<file path="config.mk">
export PLATFORM = sky130hd
export DESIGN_NAME = pow3_gen_flat
export DESIGN_NICKNAME = d
export VERILOG_FILES = /design/src/rtl/pow3_gen_if.sv /design/src/rtl/pow3_gen.sv /design/src/flat_wrapper.sv
export SDC_FILE = /design/constraint.sdc
export NUM_CORES = 1
export LEC_CHECK = 0
export CORE_ASPECT_RATIO = 1.75
export CORE_MARGIN = 2
export CORE_UTILIZATION = 58
export CTS_CLUSTER_SIZE = 14
export DETAILED_ROUTE_END_ITERATION = 10
export PLACE_DENSITY = 0.78
export SLEW_MARGIN = 20
export SYNTH_ARGS = -nofsm -noshare
export SYNTH_HDL_FRONTEND = slang
export SYNTH_SLANG_ARGS = --single-unit
</file>
<file path="constraint.sdc">
create_clock -name clk -period 4 [get_ports clk]
set_clock_uncertainty 0.15 [all_clocks]
set_input_delay 0.4 -clock clk [delete_from_list [all_inputs] [get_ports clk]]
set_output_delay 0.4 -clock clk [all_outputs]
set_load 0.01 [all_outputs]
</file>
<file path="src/rtl/pow3_gen_if.sv">
// pow3_gen_if: request/result handshake bundle for the power-of-three generator.
// The master side supplies exponents and consumes results; the slave side is
// the generator itself.
interface pow3_gen_if #(
    parameter int WIDTH = 32,
    parameter int EXP_W = 5
);
    logic             in_valid;
    logic             in_ready;
    logic [EXP_W-1:0] k;
    logic             out_valid;
    logic             out_ready;
    logic [WIDTH-1:0] pow;
    logic             overflow;

    modport master (
        output in_valid,
        output k,
        output out_ready,
        input  in_ready,
        input  out_valid,
        input  pow,
        input  overflow
    );

    modport slave (
        input  in_valid,
        input  k,
        input  out_ready,
        output in_ready,
        output out_valid,
        output pow,
        output overflow
    );
endinterface

</file>
<file path="src/rtl/pow3_gen.sv">
// pow3_gen: iterative 3^k generator. One multiply-by-three per clock computed
// as acc + (acc << 1); exponents whose power does not fit in WIDTH bits stop
// early with overflow=1 and pow=0.
//
// state | meaning
// ------+-----------------------------------------------
// IDLE  | waiting for an exponent
// RUN   | multiplying, one x3 step per clock
// DONE  | presenting pow/overflow until out_ready
module pow3_gen #(
    parameter int WIDTH = 32,
    parameter int EXP_W = 5,
    parameter int KMAX  = 20
) (
    input  logic       clk,
    input  logic       rst_n,
    pow3_gen_if.slave  bus
);

    // Largest k with 3^k <= 2^w - 1, used only to catch an inconsistent KMAX.
    function automatic int calc_kmax(input int w);
        logic [127:0] v;
        logic [127:0] lim;
        int           m;
        v   = 128'd1;
        lim = (128'd1 << w) - 128'd1;
        m   = 0;
        while ((v * 128'd3) <= lim) begin
            v = v * 128'd3;
            m = m + 1;
        end
        return m;
    endfunction

    localparam int KMAX_CALC = calc_kmax(WIDTH);

    if (KMAX != KMAX_CALC) begin : g_kmax_mismatch
        $error("pow3_gen: KMAX does not match WIDTH");
    end

    localparam int AW = WIDTH + 2;
    localparam logic [AW-1:0] MAX_VAL = {2'b00, {WIDTH{1'b1}}};

    typedef enum logic [1:0] {
        IDLE = 2'd0,
        RUN  = 2'd1,
        DONE = 2'd2
    } state_t;

    state_t           state_q, state_d;
    logic [AW-1:0]    acc_q, acc_d;
    logic [EXP_W-1:0] cnt_q, cnt_d;
    logic [WIDTH-1:0] pow_q, pow_d;
    logic             ovf_q, ovf_d;
    logic             out_valid_q, out_valid_d;
    logic [AW-1:0]    t;
    logic             accept;

    // Ready is combinational so a DONE result can hand off and accept in one edge.
    assign bus.in_ready = (state_q == IDLE) | ((state_q == DONE) & bus.out_ready);
    assign accept       = bus.in_valid & bus.in_ready;

    assign bus.out_valid = out_valid_q;
    assign bus.pow       = pow_q;
    assign bus.overflow  = ovf_q;

    // State and datapath registers; reset aborts any run in progress.
    always_ff @(posedge clk or negedge rst_n) begin
        if (!rst_n) begin
            state_q     <= IDLE;
            acc_q       <= '0;
            cnt_q       <= '0;
            pow_q       <= '0;
            ovf_q       <= 1'b0;
            out_valid_q <= 1'b0;
        end else begin
            state_q     <= state_d;
            acc_q       <= acc_d;
            cnt_q       <= cnt_d;
            pow_q       <= pow_d;
            ovf_q       <= ovf_d;
            out_valid_q <= out_valid_d;
        end
    end

    // Next-state and next-output logic; an accept overrides the per-state choice.
    always_comb begin
        state_d     = state_q;
        acc_d       = acc_q;
        cnt_d       = cnt_q;
        pow_d       = pow_q;
        ovf_d       = ovf_q;
        out_valid_d = out_valid_q;
        // acc only ever holds values that fit in WIDTH bits, so t cannot wrap.
        t           = acc_q + (acc_q << 1);

        case (state_q)
            IDLE: begin
                out_valid_d = 1'b0;
            end
            RUN: begin
                cnt_d = cnt_q - 1'b1;
                if (t > MAX_VAL) begin
                    state_d     = DONE;
                    pow_d       = '0;
                    ovf_d       = 1'b1;
                    out_valid_d = 1'b1;
                end else if (cnt_q == EXP_W'(1)) begin
                    state_d     = DONE;
                    pow_d       = t[WIDTH-1:0];
                    ovf_d       = 1'b0;
                    out_valid_d = 1'b1;
                end else begin
                    acc_d = t;
                end
            end
            DONE: begin
                if (bus.out_ready) begin
                    state_d     = IDLE;
                    out_valid_d = 1'b0;
                end
            end
            default: begin
                state_d     = IDLE;
                out_valid_d = 1'b0;
            end
        endcase

        if (accept) begin
            acc_d = AW'(1);
            cnt_d = bus.k;
            if (bus.k == '0) begin
                state_d     = DONE;
                pow_d       = WIDTH'(1);
                ovf_d       = 1'b0;
                out_valid_d = 1'b1;
            end else begin
                state_d     = RUN;
                out_valid_d = 1'b0;
            end
        end
    end

endmodule

</file>
<file path="src/flat_wrapper.sv">
// flat-port wrapper written by rule: the top's interface ports become plain ports
module pow3_gen_flat 
#(
    parameter int WIDTH = 32,
    parameter int EXP_W = 5,
    parameter int KMAX  = 20
)
  (clk, rst_n, bus_in_valid, bus_k, bus_out_ready, bus_in_ready, bus_out_valid, bus_pow, bus_overflow);
  pow3_gen_if #(.WIDTH(WIDTH), .EXP_W(EXP_W)) bus_i ();
  input  logic clk;
  input  logic rst_n;
  input wire logic [$bits(bus_i.in_valid)-1:0] bus_in_valid;
  input wire logic [$bits(bus_i.k)-1:0] bus_k;
  input wire logic [$bits(bus_i.out_ready)-1:0] bus_out_ready;
  output wire logic [$bits(bus_i.in_ready)-1:0] bus_in_ready;
  output wire logic [$bits(bus_i.out_valid)-1:0] bus_out_valid;
  output wire logic [$bits(bus_i.pow)-1:0] bus_pow;
  output wire logic [$bits(bus_i.overflow)-1:0] bus_overflow;
  assign bus_i.in_valid = bus_in_valid;
  assign bus_i.k = bus_k;
  assign bus_i.out_ready = bus_out_ready;
  assign bus_in_ready = bus_i.in_ready;
  assign bus_out_valid = bus_i.out_valid;
  assign bus_pow = bus_i.pow;
  assign bus_overflow = bus_i.overflow;
  pow3_gen #(.WIDTH(WIDTH), .EXP_W(EXP_W), .KMAX(KMAX)) u_core (.clk(clk), .rst_n(rst_n), .bus(bus_i));
endmodule
</file>
* Word level (Yosys, flattened, before mapping)
Index checks and enable logic that the tools add are counted.
** Storage, ports and cells
- Register bits after elaboration :: 75
- Input bits :: 9
- Word-level logic and storage cells :: 54
- Output and inout bits :: 35
** Operators by class
- Multiplexer cells :: 28
- Add/subtract/negate cells :: 2
- Equal/unequal tests :: 8
- $lt $le $gt $ge :: 1
- Reduce and logical (&&, ||, !) cells :: 6
- Bitwise gates (word level) :: 3
** Operators with widths (count)
- $mux 32 :: 5
- $mux 34 :: 4
- $add 34x34->34 :: 1
- $gt 34x32->1 const B :: 1
- $mux 1 :: 10
- $mux 2 :: 5
- $mux 5 :: 2
- $ne 2x1->1 const B :: 3
- $pmux 2 s3 :: 1
- $reduce_and 3->1 :: 2
- $eq 5x1->1 const B :: 1
- $logic_not 5->1 :: 1
- $sub 5x1->5 const B :: 1
- $ne 4x1->1 const B :: 1
- $ne 3x2->1 const B :: 1
- $and 1x1->1 :: 2
- $eq 2x1->1 const B :: 1
- $eq 2x2->1 const B :: 1
- $logic_not 2->1 :: 1
- $pmux 1 s2 :: 1
- $reduce_and 2->1 :: 1
- $reduce_bool 2->1 :: 1
- $or 1x1->1 :: 1

* Longest topological paths before layout
- Depth in word-level cells :: 6
- Depth in mapped cells :: 13
- Mapped depth without buffers :: 11

* Least setup slack after synthesis
OpenSTA, ideal clock, no wires.
- Path type :: reg-to-reg
- Start :: reg u_core.acc_q[1]
- End :: reg u_core.acc_q[20]
- Data required time :: 3722 ps
- Period minus slack after synthesis :: 3189 ps
- Buffers on the path :: 2
- Library setup time :: 128 ps
- Data arrival time :: 2911 ps
- Stages on the path, launching flop included :: 14
- Slack :: 811 ps
- Path through :: dfrtp_1 > ha_1 > fa_1 > a211oi_2 > nor2_2 > a41oi_2 > o31ai_2 > a31oi_2 > o32a_2 > and3_1 > buf_6 > nand2_4 > buf_6 > mux2i_1
** On the way
- Word-level cells in the longest chain between the ends :: 5
- Elaborated cells between the ends (all ways) :: 8
- Those cells by class :: 1 x add/sub; 1 x order compare; 1 x eq/ne; 4 x mux; 1 x reduce/logical
** Ends and longest elaborated chain
- start, declared :: RTL line pow3_gen.sv:51 : logic [AW-1:0] acc_q, acc_d;
- start signal, assigned :: RTL line pow3_gen.sv:71 : acc_q <= '0;
- start signal, assigned :: RTL line pow3_gen.sv:78 : acc_q <= acc_d;
- $add 34x34->34 * :: RTL line pow3_gen.sv:95 : t = acc_q + (acc_q << 1);
- branches (longest 4 deep; another with $gt 34x32->1)
Every way passes the cells marked *. The select of a mux whose other input is x is not followed.
A chain may end at the register's enable or synchronous reset.

* Worst setup path in the final report
- Start :: reg u_core.acc_q[1]
- End :: reg u_core.pow_q[1], in the netlist u_core.bus.pow[1]
** On the way
- Word-level cells in the longest chain between the ends :: 6
- Elaborated cells between the ends (all ways) :: 7
- Those cells by class :: 1 x add/sub; 1 x order compare; 5 x mux
** Ends and longest elaborated chain
- $add 34x34->34 * :: RTL line pow3_gen.sv:95
- $gt 34x32->1 or $mux 32 (tied branches) :: RTL line pow3_gen.sv:103, pow3_gen.sv:108
- $mux 32 * :: RTL line pow3_gen.sv:103 : if (t > MAX_VAL) begin
- $mux 32 * :: RTL line pow3_gen.sv:97 : case (state_q)
- $mux 32 :: RTL line pow3_gen.sv:132 : if (bus.k == '0) begin
- $mux 32 * :: RTL line pow3_gen.sv:129 : if (accept) begin
- net u_core.pow_d[1] :: RTL line pow3_gen.sv:53 : logic [WIDTH-1:0] pow_q, pow_d;
- end signal, assigned :: RTL line pow3_gen.sv:80 : pow_q <= pow_d;
- end, declared :: RTL line pow3_gen.sv:53
The timed path passes the listed nets; every way through them passes the cells marked *.

==> results list <==
* PD cells: 760 nW/um^2
* 1st-iter DRT viols: 331
- Along the worst path, the maximum fanout reaches 10.
- The final count of hold timing violations is 0.
- The worst setup path is launched from a flop.
- Summing every instance area after synthesis gives 4880 um^2.
- The pre-antenna-repair detailed-routing pass consisted of 4 iterations.
- Yosys printed 0 warnings.
* Number of buffers and inverters on the critical path: 1
* Area contributors post-synth: sky130_fd_sc_hd__dfrtp_1 38%, sky130_fd_sc_hd__ha_1 9.0%, sky130_fd_sc_hd__nand2_1 5.5%
* Dpl hpwl: 9.33 mm
- Die span in y: 125 um
* Library cell appearing most often on the critical path: sky130_fd_sc_hd__a31oi_2
- The most used flip-flop cell after synthesis is sky130_fd_sc_hd__dfrtp_1.
- Final core occ: 68.4%
* Mean number of vias per cell: 6.35
- Average routed wire per standard cell: 19.1 um
- For this design the static power due to leakage is 2.65 nW.
- The floorplan step defined a core boundary enclosing 8260 um^2.
- Global routing finished with a remaining overflow of 0.
- Area of the die: 9200 um^2
- The number of antenna diodes in the final layout is 0.
- Final count of negative-setup-slack endpoints: 0
* Area after detailed placement: 5360 um^2
- Proportion of netlist area held by the largest area contributor: 38.4%
- For this run, the slowest stage of the critical path takes 0.44 ns.
- At the worst endpoint, the required time is 4.03 ns.
- Vias: 4327
* Max-cap violations: 0
* Mean area per synthesized cell: 8.94 um^2
- Post-route DRC violation count: 0
* Slew margin rel.: 35.8%
- RSZ-0062 raised after global routing: no
- Entering global routing, the biggest net connects 76 pins.
- Gp weighted congestion: 1.00
- First-pass GRT wire length: 21.4 mm
- The biggest area contributor in the post-synthesis netlist is sky130_fd_sc_hd__dfrtp_1.
- Period utilization: 90.3%
- Family with the most delay on the worst path: compound AO/OA/AOI/OAI gates
- Most common cell after layout, fill and taps aside: sky130_fd_sc_hd__dfrtp_1
- Port Buffers: 43
- Tmin final: 3.61 ns
- Cell breakdown of the critical path: ha_1 -> fa_1 -> a211oi_2 -> nor2_2 -> a41oi_2 -> o31ai_2 -> a31oi_2 -> buf_4 -> a31oi_2 -> and3_1 -> o21ai_2 -> a211oi_1
- Final Instance Area: 5650 um^2
- Net count of the finished layout: 629
- Count of pins over their slew limit: 0
- Row generation in the floorplan step produced 44 rows.
* Post-synth EDFFs: 0
- At the pin with the least slew margin, the transition time is 0.963 ns.
- Endpoint arrival time on the critical path: 3.64 ns
* CTS H-tree lvls: 3
- Global routing used 29.8% of the available tracks across all layers.
* Mapped Cells: 546
* Clk root buf: sky130_fd_sc_hd__clkbuf_16
* Path category of the worst min-delay check: in -> async
- Residual antenna-violating net count after detailed routing: 0
- The initial utilization of the core area, before any placement, comes to 59.1%.
* Library cells used by synthesis: 60
- The number of setup buffers added after CTS is 0.
* Top-level I/O count: 44
- Most frequent cells in the layout: 75 x sky130_fd_sc_hd__dfrtp_1, 71 x sky130_fd_sc_hd__nand2_1, 46 x sky130_fd_sc_hd__a21oi_1, 46 x sky130_fd_sc_hd__o21ai_0, 42 x sky130_fd_sc_hd__clkdlybuf4s50_1
- Total negative slack for setup checks: 0 ns
- Wires add up to 13.0 mm.
- The synthesized design contains 75 register bits.
* Portion of the post-synthesis area used by sequential elements: 38.4%
- VDD sags by at most 0.000462 V.
- The worst setup path is of the reg -> reg kind.
- TritonCTS built the clock tree.
- Run status: complete, no violations
- The number of global-route vias before repair is 4486.
- Synthesis produced a netlist with a net count of 591.
- Initial antenna violation count: 0
* CTS buffer count: 9
- In this run the deepest clock path goes through 2 buffers.
- Clock tree synthesis found a total of 75 sinks.
- STA classifies the critical path endpoint as a flop.
- Maximum clock frequency: 277 MHz
- In this run, post-CTS hold repair placed 0 buffers.
- Share of synthesized flip-flops with an asynchronous set or reset: 100%
* Fill count: 650
* Area added between synthesis and finish: 15.7%
- The setup check on the worst reg-to-reg path leaves a slack of 0.39 ns.
- After clock tree synthesis, the clock-pin slew on the worst setup and hold paths is 0.06 ns.
- Gates resized during post-CTS repair numbered 0.
- Of the cells placed in the final design, the portion with a size suffix greater than 1 is 6.96%.
- For this design, the slowest cell found on the critical path is sky130_fd_sc_hd__dfrtp_1.
* Die width: 73.4 um
- Clock latency on the worst-skew pair: 0.34 ns
-- layer usage --
metal / vias up / global-route usage, % / part of all wire, %
met1: 2129 / 33.6 / 38
met3: 41 / 3.87 / 3.1
met5: - / 0 / 0
met2: 96 / 52.5 / 54
li1: 2061 / - / -
met4: 0 / 16.3 / 4.8
-- area by class of cell --
cell class	count	area (um^2)	share of cell area (%)
multi-input cells	431	2820	50.0
flip-flops and latches	75	1880	33.2
repair buffers	51	488	8.64
clock buffers	10	239	4.23
well taps	92	115	2.04
inverters	16	60.1	1.06
clock inverters	6	46.3	0.819
-- state kept, by name, indices dropped and copies added, names as in the netlist --
| register | flops |
|---|---|
| u_core.bus.overflow | 1 |
| u_core.bus.out_valid | 1 |
| u_core.state_q | 2 |
| u_core.acc_q | 34 |
| u_core.cnt_q | 5 |
| u_core.bus.pow | 32 |
-- report_power, final --
group | total [mW] | switching, mW | internal [mW]
logic | 2.29 | 1.40 | 0.891
clock network | 0.781 | 0.339 | 0.442
registers | 1.22 | 0.216 | 1.00
-- cells by family (layout without fill, tap and decap cells) --
logic type	after synthesis	after routing	synth area share (%)
adders and majority gates	36	36	9.38
AOI/OAI and AO/OA	177	177	23.9
DFF	75	75	38.4
xor gates and xnor gates	29	29	5.20
and+or+nand+nor	178	178	17.1
muxes	11	11	2.25
buffers and inverters	40	83	3.74
-- synthesized netlist by cell type, types with 3 or more instances --
library cell and number:
sky130_fd_sc_hd__dfrtp_1 75, sky130_fd_sc_hd__nand2_1 71, sky130_fd_sc_hd__a21oi_1 46, sky130_fd_sc_hd__o21ai_0 46, sky130_fd_sc_hd__ha_1 35, sky130_fd_sc_hd__nor2_1 33, sky130_fd_sc_hd__nand3_1 28, sky130_fd_sc_hd__a22o_1 16
sky130_fd_sc_hd__inv_1 16, sky130_fd_sc_hd__xor2_1 15, sky130_fd_sc_hd__xnor2_1 14, sky130_fd_sc_hd__a21o_1 13, sky130_fd_sc_hd__clkbuf_1 12, sky130_fd_sc_hd__mux2i_1 11, sky130_fd_sc_hd__and3_1 9, sky130_fd_sc_hd__buf_2 7
sky130_fd_sc_hd__o21bai_1 7, sky130_fd_sc_hd__a31oi_1 6, sky130_fd_sc_hd__and2_1 6, sky130_fd_sc_hd__o21a_1 6, sky130_fd_sc_hd__a211oi_1 5, sky130_fd_sc_hd__nand2b_1 5, sky130_fd_sc_hd__nand4_1 5, sky130_fd_sc_hd__nor3_1 5
sky130_fd_sc_hd__o211ai_1 4, sky130_fd_sc_hd__a22oi_1 3, sky130_fd_sc_hd__a311oi_1 3, sky130_fd_sc_hd__o2bb2ai_1 3
-- metrics by stage --
stage / hold WS (ns) / power, mW / instances / setup slack [ns]
final: 0.0539 / 4.29 / 681 / 0.389
after global routing: 0.141 / 4.60 / 681 / 0.199
after CTS: 0.0923 / 4.30 / 681 / 0.408
after detailed placement: 0.330 / 3.49 / 665 / 0.440
after global placement: 0.331 / 3.42 / 665 / 0.533
after floorplan: -0.0456 / 2.77 / 546 / 0.811
-- worst paths after layout --
path | start | end | cells past startpoint
setup / recovery | u_core.acc_q[1]$_DFFE_PN0P_ | u_core.bus.pow[1]$_DFF_PN0_ | 12
hold / removal | rst_n | u_core.acc_q[5]$_DFFE_PN0P_ | 1
setup reg to reg | u_core.acc_q[1]$_DFFE_PN0P_ | u_core.bus.pow[1]$_DFF_PN0_ | 12
hold reg to reg | u_core.bus.pow[20]$_DFF_PN0_ | u_core.bus.pow[20]$_DFF_PN0_ | 1
max in group asynchronous | rst_n | u_core.acc_q[25]$_DFFE_PN0P_ | 1
min in group clk | u_core.bus.pow[20]$_DFF_PN0_ | u_core.bus.pow[20]$_DFF_PN0_ | 1
Note: power is estimated with default switching activity, not from simulation.
==> RTL edit 1, RTL diff (config.mk and constraints unchanged) <==
`EXP_W` is set to 5 in 3 places; all go to 7.
--- a/src/rtl/pow3_gen_if.sv
+++ b/src/rtl/pow3_gen_if.sv
@@ -3,7 +3,7 @@
 // the generator itself.
 interface pow3_gen_if #(
     parameter int WIDTH = 32,
-    parameter int EXP_W = 5
+    parameter int EXP_W = 7
 );
     logic             in_valid;
     logic             in_ready;
--- a/src/rtl/pow3_gen.sv
+++ b/src/rtl/pow3_gen.sv
@@ -9,7 +9,7 @@
 // DONE  | presenting pow/overflow until out_ready
 module pow3_gen #(
     parameter int WIDTH = 32,
-    parameter int EXP_W = 5,
+    parameter int EXP_W = 7,
     parameter int KMAX  = 20
 ) (
     input  logic       clk,
--- a/src/flat_wrapper.sv
+++ b/src/flat_wrapper.sv
@@ -2,7 +2,7 @@
 module pow3_gen_flat 
 #(
     parameter int WIDTH = 32,
-    parameter int EXP_W = 5,
+    parameter int EXP_W = 7,
     parameter int KMAX  = 20
 )
   (clk, rst_n, bus_in_valid, bus_k, bus_out_ready, bus_in_ready, bus_out_valid, bus_pow, bus_overflow);
Interface: changed (resized bus_k); port bits go from 44 to 46. The function was not compared with the original's and may differ.
==> RTL edit 1 against the unedited design <==
- sequential cell count grew 2
- synthesized area grew 6.1%
- setup slack lost 0.12 ns
- largest cell class unchanged
- power grew 1.5%
- final area grew 4.8%
- routed wire length shrank 3.8%
- global-route usage shrank 2.3 points
- core utilization shrank 0.11 points
- via count shrank 2.3%
- highest routed layer unchanged
- fmax shrank 3.1%
- non-clock buffer count grew 2
- critical path depth is the same
==> RTL edit 1: results (changes against the unedited design) <==
status -> finished clean (unchanged)
Pwr per Cell Area -> 736 mW/mm2 (was 760 mW/mm2)
synth cell count leaders -> dfrtp_1, nand2_1, nor2_1 (was dfrtp_1, nand2_1, a21oi_1, o21ai_0, ha_1)
drt via density -> 6.07 (was 6.35)
Post-DP HPWL -> 8.95 mm (was 9.33 mm)
Placed Cells -> 679 (was 665)
Warnings, synthesis -> 0 (unchanged)
worst-case reg-to-reg path depth -> 12 (unchanged)
vias in the first global route -> 4373 (was 4486)
Worst slew margin -> 49.0% (was 35.8%)
combinational power share -> 52.0% (was 53.4%)
pre-CTS setup slack -> 0.176 ns (was 0.440 ns)
IO Port Bufs -> 45 (was 43)
Area after DPL -> 0.00557 mm2 (was 0.00536 mm2)
Clock-cell share -> 5.32% (was 5.05%)
first-pass GRT wire length -> 20.4 mm (was 21.4 mm)
Post-Synthesis Net Count -> 588 (was 591)
ranking of synthesized cells by area -> dfrtp_1, ha_1, mux2i_1, nand2_1, a21oi_1 (was dfrtp_1, ha_1, nand2_1, a21oi_1, o21ai_0)
class of the worst hold path -> flop to flop (was input pin to async pin)
Non-clock inverters -> 8 (was 16)
worst r2r src -> u_core.acc_q[1] (unchanged)
Total Wirelength -> 12.5 mm (was 13.0 mm)
n_diodes -> 0 (unchanged)
Switch Pwr -> 1.84 mW (was 1.95 mW)
wire length per cell -> 18.0 um (was 19.1 um)
WP data arrival -> 3.79 ns (was 3.64 ns)
signal buffers share of area -> 9.04% (was 8.64%)
Cells after Synth -> 541 (was 546)
post-CTS setup buffers -> 0 (unchanged)
DR iter-0 viols -> 206 (was 331)
Hold WS -> 0.334 ns (was 0.0539 ns)
clock power share -> 20.2% (was 18.2%)
GPL Wtd Cong -> 0.923 (was 1.00)
nets -> 622 (was 629)
multi-input gate count -> 426 (was 431)
core area -> 0.00867 mm2 (was 0.00826 mm2)
Area growth syn-to-layout -> 14.3% (was 15.7%)
Final WS setup -> 0.273 ns (was 0.389 ns)
largest net degree at the start of global routing -> 78 (was 76)
fill cell count -> 710 (was 650)
clk sinks -> 77 (was 75)
P_leak -> 2.78 nW (was 2.65 nW)
Non-clk bufs -> 53 (was 51)
area taken by multi-input logic gates -> 0.00297 mm2 (was 0.00282 mm2)
layout cells sized above 1 -> 7.59% (was 6.96%)
VDD IR max -> 0.000431 V (was 0.000462 V)
Total GRT Usage -> 27.5% (was 29.8%)
sequential cell area share -> 32.5% (was 33.2%)
count of different cell masters after synthesis -> 66 (was 60)
CP max FO -> 21 (was 10)
post-synthesis sequential area ratio -> 37.2% (was 38.4%)
Slowest cell on crit path -> fa_1 (was dfrtp_1)
critical path endpoint -> u_core.acc_q[15] (was u_core.bus.pow[1])
-- RTL edit 1: changes by cell type in the layout (fill, tap and decap cells not counted), sizes merged, moves of 8 or more --
cell     change
o2bb2ai     +14
a21oi        -8
a22o        -15
o21ai       -23
inv         -10
mux2i       +20
nand3       -17
nor2         +8
-- RTL edit 1: routing by layer --
layer	part of all wire [%]	global-route usage, %
met3	4.1	4.98
met1	38	30.2
met2	54	48.2
met4	4.1	15.3
met5	0	0
-- RTL edit 1: what timing repair did --
action	in CTS	in global routing
endpoints found under the setup margin	0	46
resized for setup	0	3
endpoints found under the hold margin	0	39
hold buffers	0	1
-- RTL edit 1: cell families after synthesis --
family / count (synthesis) / synth area share, %
xor gates and xnor gates: 31 / 5.24
buffers and inverters: 38 / 5.65
and+or+nand+nor: 174 / 15.7
DFF: 77 / 37.2
AOI/OAI and AO/OA: 153 / 21.2
adders and majority gates: 36 / 8.84
muxes: 32 / 6.21
==> RTL edit 2, RTL diff (same flow settings) <==
Without the edit above. The 3 states of `state_t` get a one-hot encoding in 3 bits.
--- a/src/rtl/pow3_gen.sv
+++ b/src/rtl/pow3_gen.sv
@@ -41,10 +41,10 @@
     localparam int AW = WIDTH + 2;
     localparam logic [AW-1:0] MAX_VAL = {2'b00, {WIDTH{1'b1}}};
 
-    typedef enum logic [1:0] {
-        IDLE = 2'd0,
-        RUN  = 2'd1,
-        DONE = 2'd2
+    typedef enum logic [2:0] {
+        IDLE = 3'b001,
+        RUN  = 3'b010,
+        DONE = 3'b100
     } state_t;
 
     state_t           state_q, state_d;
Check against the original RTL: no difference found for any inputs over 10 cycles, from zero or initial values and one cycle with rst_n low; not proved beyond that.
==> RTL edit 2 against the unedited design <==
- the run now ends with setup timing left
- combinational power down 47%
- final area grew 5.3%
- power shrank 25%
- routed wire length shrank 2.9%
- synthesized area decreased by 0.87%
- via count decreased by 3.7%
- setup slack worse by 0.44 ns
- global-route usage fell by 1.4 points
- sequential cell count is 1 higher
- critical path depth up 2
==> RTL edit 2: results (changes against the unedited design) <==
Slowest cell on crit path -> a2111o_1 (was dfrtp_1)
Largest stage delay, worst path -> 0.46 ns (was 0.44 ns)
status -> complete, but fails checks (was finished clean)
Compound-Gate Fraction of Synth Area -> 20.0% (was 23.9%)
CP max FO -> 6 (was 10)
Post-Synth Adder-Cell Area -> 9.46% (was 9.38%)
mux cell area share after synthesis -> 6.95% (was 2.25%)
post-synthesis sequential area ratio -> 39.3% (was 38.4%)
Hold WS -> 0.0430 ns (was 0.0539 ns)
ranking of synthesized cells by area -> dfrtp_1, ha_1, nand2_1, a21oi_1, mux2i_1 (was dfrtp_1, ha_1, nand2_1, a21oi_1, o21ai_0)
post-synthesis xor/xnor area fraction -> 5.79% (was 5.20%)
vias in the first global route -> 4149 (was 4486)
fill cell count -> 586 (was 650)
Most flops, register -> u_core.acc_q (unchanged)
layout cells sized above 1 -> 11.8% (was 6.96%)
failing checks -> setup timing
synth cell count leaders -> dfrtp_1, nand2_1, a21oi_1 (was dfrtp_1, nand2_1, a21oi_1, o21ai_0, ha_1)
GPL Wtd Cong -> 0.914 (was 1.00)
Post-Synthesis Net Count -> 550 (was 591)
nets -> 608 (was 629)
VDD IR max -> 0.000405 V (was 0.000462 V)
drt first pass iters -> 5 (was 4)
max FFs per register -> 34 (unchanged)
setup TNS -> -0.299 ns (was 0 ns)
pre-CTS setup slack -> -0.0778 ns (was 0.440 ns)
Placed Cells -> 632 (was 665)
DR iter-0 viols -> 351 (was 331)
Total Wirelength -> 12.7 mm (was 13.0 mm)
TritonCTS buffer count -> 9 (unchanged)
Post-DP HPWL -> 8.61 mm (was 9.33 mm)
WP data arrival -> 4.13 ns (was 3.64 ns)
# setup viols final -> 10 (was 0)
Area after DPL -> 0.00541 mm2 (was 0.00536 mm2)
dominant synthesized flop cell -> dfrtp_1 (unchanged)
first-pass GRT wire length -> 20.0 mm (was 21.4 mm)
drt via density -> 6.31 (was 6.35)
largest net degree at the start of global routing -> 77 (was 76)
worst-case reg-to-reg path depth -> 14 (was 12)
Final WS setup -> -0.0538 ns (was 0.389 ns)
count of different cell masters after synthesis -> 57 (was 60)
DR vias -> 4167 (was 4327)
post-layout util -> 72.5% (was 68.4%)
P_leak -> 2.90 nW (was 2.65 nW)
IO Port Bufs -> 43 (unchanged)
Total GRT Usage -> 28.4% (was 29.8%)
Worst slew margin -> 35.9% (was 35.8%)
Cells after Synth -> 505 (was 546)
RTL edit 2: changes by cell type after synthesis, sizes merged, moves of 4 or more:
| cell | delta |
|---|---|
| o31ai | +6 |
| nand3 | -16 |
| mux2 | +13 |
| o21ai | -27 |
| nor2 | -18 |
| and2 | +14 |
| mux2i | +8 |
| buf | -6 |
| a22o | -16 |
| o2bb2ai | +13 |
| and3 | -4 |
RTL edit 2: worst paths after layout:
path                                          from            endpoint
worst max-delay path               u_core.acc_q[1]    u_core.acc_q[14]
max in group asynchronous                    rst_n     u_core.cnt_q[1]
worst min register to register  u_core.bus.pow[28]  u_core.bus.pow[28]
min in group clk                u_core.bus.pow[28]  u_core.bus.pow[28]
worst max register to register     u_core.acc_q[1]    u_core.acc_q[14]
worst min-delay path                         rst_n     u_core.acc_q[3]
RTL edit 2: layer usage:
| metal | part of all wire [%] | wire length, um | global-route usage (%) |
|---|---|---|---|
| met5 | 0 | 0 | 0 |
| met3 | 3.8 | 484 | 5.10 |
| met4 | 4.4 | 553 | 13.4 |
| met1 | 37 | 4710 | 31.1 |
| met2 | 55 | 6910 | 50.8 |
RTL edit 2: cells by family (layout without fill, tap and decap cells):
group,Yosys count,in the layout
flops,76,76
simple gates,153,153
mux,32,32
fa+ha+maj,36,36
buf+inv,33,96
xor+xnor,32,32
compound gates,143,143
RTL edit 2: critical path, delay by kind of cell (launching register included):
kind | cells | cell delay [ns]
flip-flops | 1 | 0.38
multiplexers | 1 | 0.31
AND/OR/NAND/NOR | 2 | 0.35
AO/OA/AOI/OAI | 5 | 1.61
adder cells (fa/ha/maj) | 2 | 0.55
XOR/XNOR | 1 | 0.12
buffers and inverters | 3 | 0.46
RTL edit 2: what timing repair did:
action	4_1_cts	5_1_grt
setup buffers	2	9
cloned	0	1
gates resized for setup	3	17
endpoints found under the setup margin	31	45
pin swaps	1	9
RTL edit 2: layout make-up:
type / instances / area share [%]
Multi-Input combinational cell: 396 / 48.2
Sequential cell: 76 / 32.0
Timing Repair Buffer: 67 / 11.4
Clock buffer: 12 / 4.48
Tap cell: 92 / 1.94
Clock inverter: 4 / 1.18
Inverter: 13 / 0.820
RTL edit 2: power by group:
part / switching, mW / internal, mW / leakage, nW
sequential: 0.147 / 0.958 / 0.998
combinational: 0.605 / 0.603 / 1.73
clock: 0.320 / 0.595 / 0.169
total: 1.07 / 2.16 / 2.90
